<file path="config.mk">
export PLATFORM = sky130hd
export DESIGN_NAME = sink_flow_control_responder
export DESIGN_NICKNAME = d
export VERILOG_FILES = /design/src/rtl/sink_flow_control_responder.sv
export SDC_FILE = /design/constraint.sdc
export NUM_CORES = 1
export LEC_CHECK = 0
export ABC_AREA = 1
export BUFFER_PORTS_ARGS = -buffer_cell sky130_fd_sc_hd__buf_4
export CORE_UTILIZATION = 58
export CTS_BUF_LIST = sky130_fd_sc_hd__clkbuf_8
export CTS_CLUSTER_DIAMETER = 80
export DETAILED_ROUTE_END_ITERATION = 12
export PLACE_DENSITY = 0.84
export SLEW_MARGIN = 10
export SYNTH_ARGS = -nofsm -noshare
export SYNTH_HDL_FRONTEND = slang
export SYNTH_HIERARCHICAL = 1
export SYNTH_SLANG_ARGS = --single-unit
</file>
<file path="constraint.sdc">
create_clock -name clk -period 5.55 [get_ports clk]
set_input_delay 0.555 -clock clk [delete_from_list [all_inputs] [get_ports clk]]
set_output_delay 0.555 -clock clk [all_outputs]
set_load 0.1 [all_outputs]
</file>
<file path="src/rtl/sink_flow_control_responder.sv">
// Consumer-side flow-control responder: passes a CHDR stream straight through, counts
// consumed data packets and returns credit as 2-line flow-control packets.

module setting_reg #(
   parameter logic [7:0]       ADDR     = 8'd0,
   parameter int               WIDTH    = 32,
   parameter logic [WIDTH-1:0] AT_RESET = '0
) (
   input  logic             clk,
   input  logic             reset,
   input  logic             strobe,
   input  logic [7:0]       addr,
   input  logic [WIDTH-1:0] data,
   output logic [WIDTH-1:0] value
);
   always_ff @(posedge clk or posedge reset) begin
      if (reset)
         value <= AT_RESET;
      else if (strobe && addr == ADDR)
         value <= data;
   end
endmodule

module sink_flow_control_responder #(
   parameter logic [7:0] SR_FC_EN     = 8'd0,
   parameter logic [7:0] SR_FC_PKTS   = 8'd1,
   parameter logic [7:0] SR_FC_CYCLES = 8'd2,
   parameter logic [7:0] SR_FC_SID    = 8'd3
) (
   input  logic        clk,
   input  logic        reset,
   input  logic        clear,
   input  logic        set_stb,
   input  logic [7:0]  set_addr,
   input  logic [31:0] set_data,
   input  logic [63:0] in_tdata,
   input  logic        in_tlast,
   input  logic        in_tvalid,
   output logic        in_tready,
   output logic [63:0] out_tdata,
   output logic        out_tlast,
   output logic        out_tvalid,
   input  logic        out_tready,
   output logic [63:0] fc_tdata,
   output logic        fc_tlast,
   output logic        fc_tvalid,
   input  logic        fc_tready,
   output logic        busy,
   output logic [31:0] debug
);
   typedef enum logic [1:0] {IDLE = 2'd0, HEAD = 2'd1, BODY = 2'd2} state_t;

   state_t      state, state_next;
   logic        enable;
   logic [15:0] thresh;
   logic [31:0] cyc_thresh;
   logic [31:0] sid;

   logic [31:0] consumed;
   logic [15:0] pkt_cnt;
   logic [31:0] cyc_cnt;
   logic [11:0] fc_seq;
   logic [11:0] seq_snap;
   logic [31:0] snap;
   logic        first_line;
   logic        is_data_reg;
   logic        resync_pend;

   logic        xfer, is_data_now, is_data_cur, done, resync;
   logic [15:0] thresh_eff;
   logic        trigger, start, finish;

   setting_reg #(.ADDR(SR_FC_EN), .WIDTH(1), .AT_RESET(1'b0)) u_sr_en (
      .clk(clk), .reset(reset), .strobe(set_stb), .addr(set_addr),
      .data(set_data[0]), .value(enable));

   setting_reg #(.ADDR(SR_FC_PKTS), .WIDTH(16), .AT_RESET(16'd0)) u_sr_pkts (
      .clk(clk), .reset(reset), .strobe(set_stb), .addr(set_addr),
      .data(set_data[15:0]), .value(thresh));

   setting_reg #(.ADDR(SR_FC_CYCLES), .WIDTH(32), .AT_RESET(32'd0)) u_sr_cycles (
      .clk(clk), .reset(reset), .strobe(set_stb), .addr(set_addr),
      .data(set_data), .value(cyc_thresh));

   setting_reg #(.ADDR(SR_FC_SID), .WIDTH(32), .AT_RESET(32'd0)) u_sr_sid (
      .clk(clk), .reset(reset), .strobe(set_stb), .addr(set_addr),
      .data(set_data), .value(sid));

   // Zero-latency passthrough; the FC port never back-pressures the data path.
   assign out_tdata  = in_tdata;
   assign out_tlast  = in_tlast;
   assign out_tvalid = in_tvalid;
   assign in_tready  = out_tready;

   assign xfer        = in_tvalid & out_tready;
   assign is_data_now = (in_tdata[63:62] == 2'b00);
   assign is_data_cur = first_line ? is_data_now : is_data_reg;
   assign done        = xfer & in_tlast & is_data_cur;
   assign resync      = clear | (set_stb & (set_addr == SR_FC_EN));

   assign thresh_eff = (thresh == 16'd0) ? 16'd1 : thresh;
   assign trigger    = enable & ~resync &
                       ((pkt_cnt >= thresh_eff) |
                        ((cyc_thresh != 32'd0) & (pkt_cnt != 16'd0) & (cyc_cnt >= cyc_thresh)));

   always_comb begin
      state_next = state;
      fc_tvalid  = 1'b0;
      fc_tlast   = 1'b0;
      fc_tdata   = 64'd0;
      start      = 1'b0;
      finish     = 1'b0;
      case (state)
         IDLE: begin
            if (trigger) begin
               state_next = HEAD;
               start      = 1'b1;
            end
         end
         HEAD: begin
            fc_tvalid = 1'b1;
            fc_tdata  = {2'b01, 1'b0, 1'b0, seq_snap, 16'd16, sid};
            if (fc_tready)
               state_next = BODY;
         end
         BODY: begin
            fc_tvalid = 1'b1;
            fc_tlast  = 1'b1;
            fc_tdata  = {32'd0, snap};
            if (fc_tready) begin
               state_next = IDLE;
               finish     = 1'b1;
            end
         end
         default: state_next = IDLE;
      endcase
   end

   always_ff @(posedge clk or posedge reset) begin
      if (reset) begin
         state       <= IDLE;
         consumed    <= 32'hFFFF_FFFF;
         pkt_cnt     <= 16'd0;
         cyc_cnt     <= 32'd0;
         fc_seq      <= 12'd0;
         seq_snap    <= 12'd0;
         snap        <= 32'd0;
         first_line  <= 1'b1;
         is_data_reg <= 1'b0;
         resync_pend <= 1'b0;
      end else begin
         state <= state_next;

         if (xfer) begin
            if (in_tlast)
               first_line <= 1'b1;
            else if (first_line)
               first_line <= 1'b0;
            if (first_line)
               is_data_reg <= is_data_now;
         end

         if (start) begin
            snap     <= consumed;
            seq_snap <= fc_seq;
         end

         // A resync while a packet is in flight must still keep fc_seq at 0
         // once that packet completes.
         if (finish)
            resync_pend <= 1'b0;
         else if (resync && state != IDLE)
            resync_pend <= 1'b1;

         if (resync) begin
            consumed   <= 32'hFFFF_FFFF;
            pkt_cnt    <= 16'd0;
            cyc_cnt    <= 32'd0;
            first_line <= 1'b1;
            fc_seq     <= 12'd0;
         end else begin
            if (done)
               consumed <= consumed + 32'd1;

            if (start) begin
               pkt_cnt <= done ? 16'd1 : 16'd0;
               cyc_cnt <= 32'd0;
            end else begin
               if (done && pkt_cnt != 16'hFFFF)
                  pkt_cnt <= pkt_cnt + 16'd1;
               if (state == IDLE && pkt_cnt != 16'd0) begin
                  if (cyc_cnt != 32'hFFFF_FFFF)
                     cyc_cnt <= cyc_cnt + 32'd1;
               end else begin
                  cyc_cnt <= 32'd0;
               end
            end

            if (finish && !resync_pend)
               fc_seq <= fc_seq + 12'd1;
         end
      end
   end

   assign busy  = (state != IDLE);
   assign debug = {enable, state, pkt_cnt[4:0], fc_seq, consumed[11:0]};

endmodule
</file>
==> results.md <==
* Post-DR wirelength/cell at 15.9 microns
* Routability cong. at 0.945
* Internal at 3.12 mW
* Finished Core Util at 64.6%
* Cell Area, Synth at 13700 sq um
* Lkg Pwr at 7.80 nW
* Post-synthesis simple-gate area fraction at 28.1%
* Die Width at 156 microns
* Pin count of the biggest net entering global routing at 94
* Min-delay src: fc_tready
* Chip height at 156 microns
* Layout cell share with drive strength beyond 1 at 15.3%
* Worst r2r dst: snap[7]$_DFFE_PP0P_
* Worst vdd ir at 788 uV
* DRC at 0
* Crit end category: primary output
* Core box area at 22900 sq um
* Final hold slack at 0.203 ns
* Max incr delay on CP at 0.69 ns
* Initial antenna violation count at 0
* DR iter-0 viols at 1012
* Initial core utilization at 59.9%
* Setup tns final at 0 ns
* Setup Crit Path Kind: reg2out
* Io pins at 278
* CP max FO at 21
* Worst skew pair latency at 0.55 ns
* GRT Overall Usage at 28.8%
* Vias in the first global route at 11.3k
* Worst Tran Pin Value at 1.20 ns
* Top FF cell, synth: dfrtp_1
* Critical path's slowest cell: ha_1
* Post-synthesis compound-gate area fraction at 8.56%
* Final setup fails at 0
* Worst-case hold path end point: resync_pend$_DFFE_PP0P_
* Area share of fa/ha/maj cells after synthesis at 5.28%
* CTS max path bufs at 3
* Clock Skew at 0.0256 ns
* Placed cell areas at 14100 sq um
* Pre-antenna DRT Iters at 6
* Crit-path cells: inv_1, ha_1, nand2_1, o21ai_0, buf_4
* CP arrival at 3.21 ns
* Clock power share at 23.7%
* Final min period at 3.76 ns
* Critical Path RT at 4.99 ns
* Htree depth at 2
* Slew margin rel. at 20.1%
* Reg2reg setup slack at 2.28 ns
* Final period util at 67.7%
* Area Overhead vs Synth at 7.82%
* Hold Vio Cnt, Final at 0
* DIE AREA at 24300 sq um
* Total number of yosys warnings at 6
* Clock Tree Root: clkbuf_8
* Final Max Slew Viols at 0
* Worst r2r path cells at 13
* Cell variety after synth at 48
* Reg clk slew, reported paths at 0.06 ns
* Clock buffer count from CTS at 37
* Final net count at 1971
* Dpl ws at 2.29 ns
* Avg Vias per Cell at 5.48
* Main combinational cell family by area after synthesis: simple AND/OR/NAND/NOR gates
* Post-Synthesis Cells at 1769
* Sw Ratio at 49.2%
* Psw at 3.02 mW
* Post-CTS Setup Bufs at 0
* Max capacitance violation total at 0
* Ys async rst share at 100%
* Hold Path Depth at 2
* WL final at 34000 microns
* CTS tree: built
* Final setup margin at 1.79 ns
* PwrDens at 414 nW/um^2
* Inserted Diodes at 0
* Design area at 14800 sq um
* Combinational power share at 44.9%
* Sequential element share of the synthesized area at 40.8%
* Syn avg cell area at 7.76 sq um
* EDFF count, synth at 0
* GRT Residual Overflow at 0
* RSZ-0062 raised after global routing: false
* Post-route antenna net violation count at 0
* Clock Sinks at 222
* #FFs+latches synth at 222
* Worst reg2reg path startpoint: cyc_cnt[23]$_DFFE_PP0P_
* HP Class: in2reg
* IO buf count at 135
* Status: completed
* Seq pwr share at 31.4%
* First-pass GRT wire length at 56300 microns
* Mux contribution to synthesized area at 0%
* Post-synthesis xor/xnor area fraction at 2.23%
* Row count at 55
* Achievable Freq at 266 MHz
* Via count at 11.7k
* Worst setup SP type: register
* HPWL Detailed at 24600 microns
[cells in the mapped netlist, types with 7 or more instances]
cell / number / area [sq um]
nand2_1: 418 / 1570
inv_1: 227 / 852
nand3_1: 194 / 971
dfrtp_1: 189 / 4730
nor2_1: 120 / 450
buf_4: 107 / 803
o21ai_0: 97 / 485
ha_1: 58 / 726
a21oi_1: 54 / 270
dfstp_2: 33 / 867
nor3_1: 32 / 160
xor2_1: 27 / 236
nand4_1: 26 / 163
o21bai_1: 22 / 165
clkbuf_1: 18 / 67.6
buf_6: 17 / 191
buf_2: 16 / 80.1
nor4_1: 15 / 93.8
o21bai_2: 12 / 135
nor2_4: 9 / 101
xnor2_1: 8 / 70.1
o21ai_1: 7 / 35.0
[cell usage in the layout (no fill, tap or decap), types with 2 or more instances in the layout]
cell	count
nor4_1	15
conb_1	18
nand2_1	418
xor2_1	27
o21ai_1	7
a21oi_1	54
nand3_1	194
nand3_2	2
nor2_1	120
a21o_1	2
nor2_4	9
nand3b_1	6
o21ai_0	97
inv_2	4
clkbuf_8	48
clkinv_2	6
nor2_2	3
nand2_2	6
xnor2_1	8
nand3_4	2
o21a_1	4
ha_1	58
nor3b_4	2
inv_1	237
dfrtp_1	189
nor3b_1	5
nor3_2	2
nand4_1	26
dfstp_2	33
nand2_4	5
o21bai_2	12
nor3_1	32
o21bai_1	22
buf_4	141
[worst max-delay path by stage]
stage | cells past startpoint | end | from | slack (ns)
3_5_place_dp | 10 | cyc_cnt[15]$_DFFE_PP0P_ | set_addr[1] | 2.29
3_3_place_gp | 10 | cyc_cnt[15]$_DFFE_PP0P_ | set_addr[5] | 2.33
2_1_floorplan | 5 | fc_tdata[10] | state[1]$_DFFE_PP0P_ | 0.26
4_1_cts | 5 | fc_tdata[14] | state[0]$_DFFE_PP0P_ | 1.79
6_report | 5 | fc_tdata[11] | state[0]$_DFFE_PP0P_ | 1.79
5_1_grt | 5 | fc_tdata[52] | state[1]$_DFFE_PP0P_ | 1.50
[stage by stage]
stage | power, mW | instances
after floorplan | 4.34 | 1786
after global placement | 4.64 | 2074
final | 6.14 | 2141
after detailed placement | 4.69 | 2074
after global routing | 6.39 | 2141
after CTS | 6.14 | 2141
[cell type report]
type                       count  area [sq um]
clock buffer                  48           661
clock inverter                18          78.8
fill                        1888          8110
inverter                     232           876
multi-input combinational   1166          6130
sequential                   222          5600
tap                          313           392
timing repair buffer         142          1070
[power groups by stage]
stage | Clock (mW) | Sequential (mW) | Combinational (mW)
2_1_floorplan | 0 | 1.97 | 2.38
3_3_place_gp | 0 | 1.94 | 2.70
3_5_place_dp | 0 | 1.95 | 2.73
4_1_cts | 1.47 | 1.93 | 2.75
5_1_grt | 1.55 | 1.95 | 2.90
6_report | 1.45 | 1.93 | 2.75
[metal layers]
metal | vias to the layer above | track usage [%] | routed length, microns
li1 | 5614 | - | -
met1 | 5557 | 38.0 | 14100
met2 | 475 | 47.6 | 16400
met3 | 93 | 4.33 | 2370
met4 | 0 | 11.4 | 1180
met5 | - | 0 | 0
[kinds of logic after synthesis]
logic type               after synthesis
other                                  1
XOR/XNOR                              35
adder cells (fa/ha/maj)               58
AND/OR/NAND/NOR                      852
AO/OA/AOI/OAI                        203
flip-flops                           222
buffers and inverters                398
[critical path, delay by kind of cell (launching register included)]
| family | cells | cell delay [ns] |
|---|---|---|
| flip-flops | 1 | 0.43 |
| buffers and inverters | 2 | 0.49 |
| adder cells (fa/ha/maj) | 1 | 0.69 |
| AND/OR/NAND/NOR | 1 | 0.58 |
| AO/OA/AOI/OAI | 1 | 0.47 |
[repair_timing]
item / in CTS / in global routing
hold buffers: 1 / 0
resized for setup: 0 / 0
endpoints found under the hold margin: 3 / 0
(Power assumes the default switching activity.)
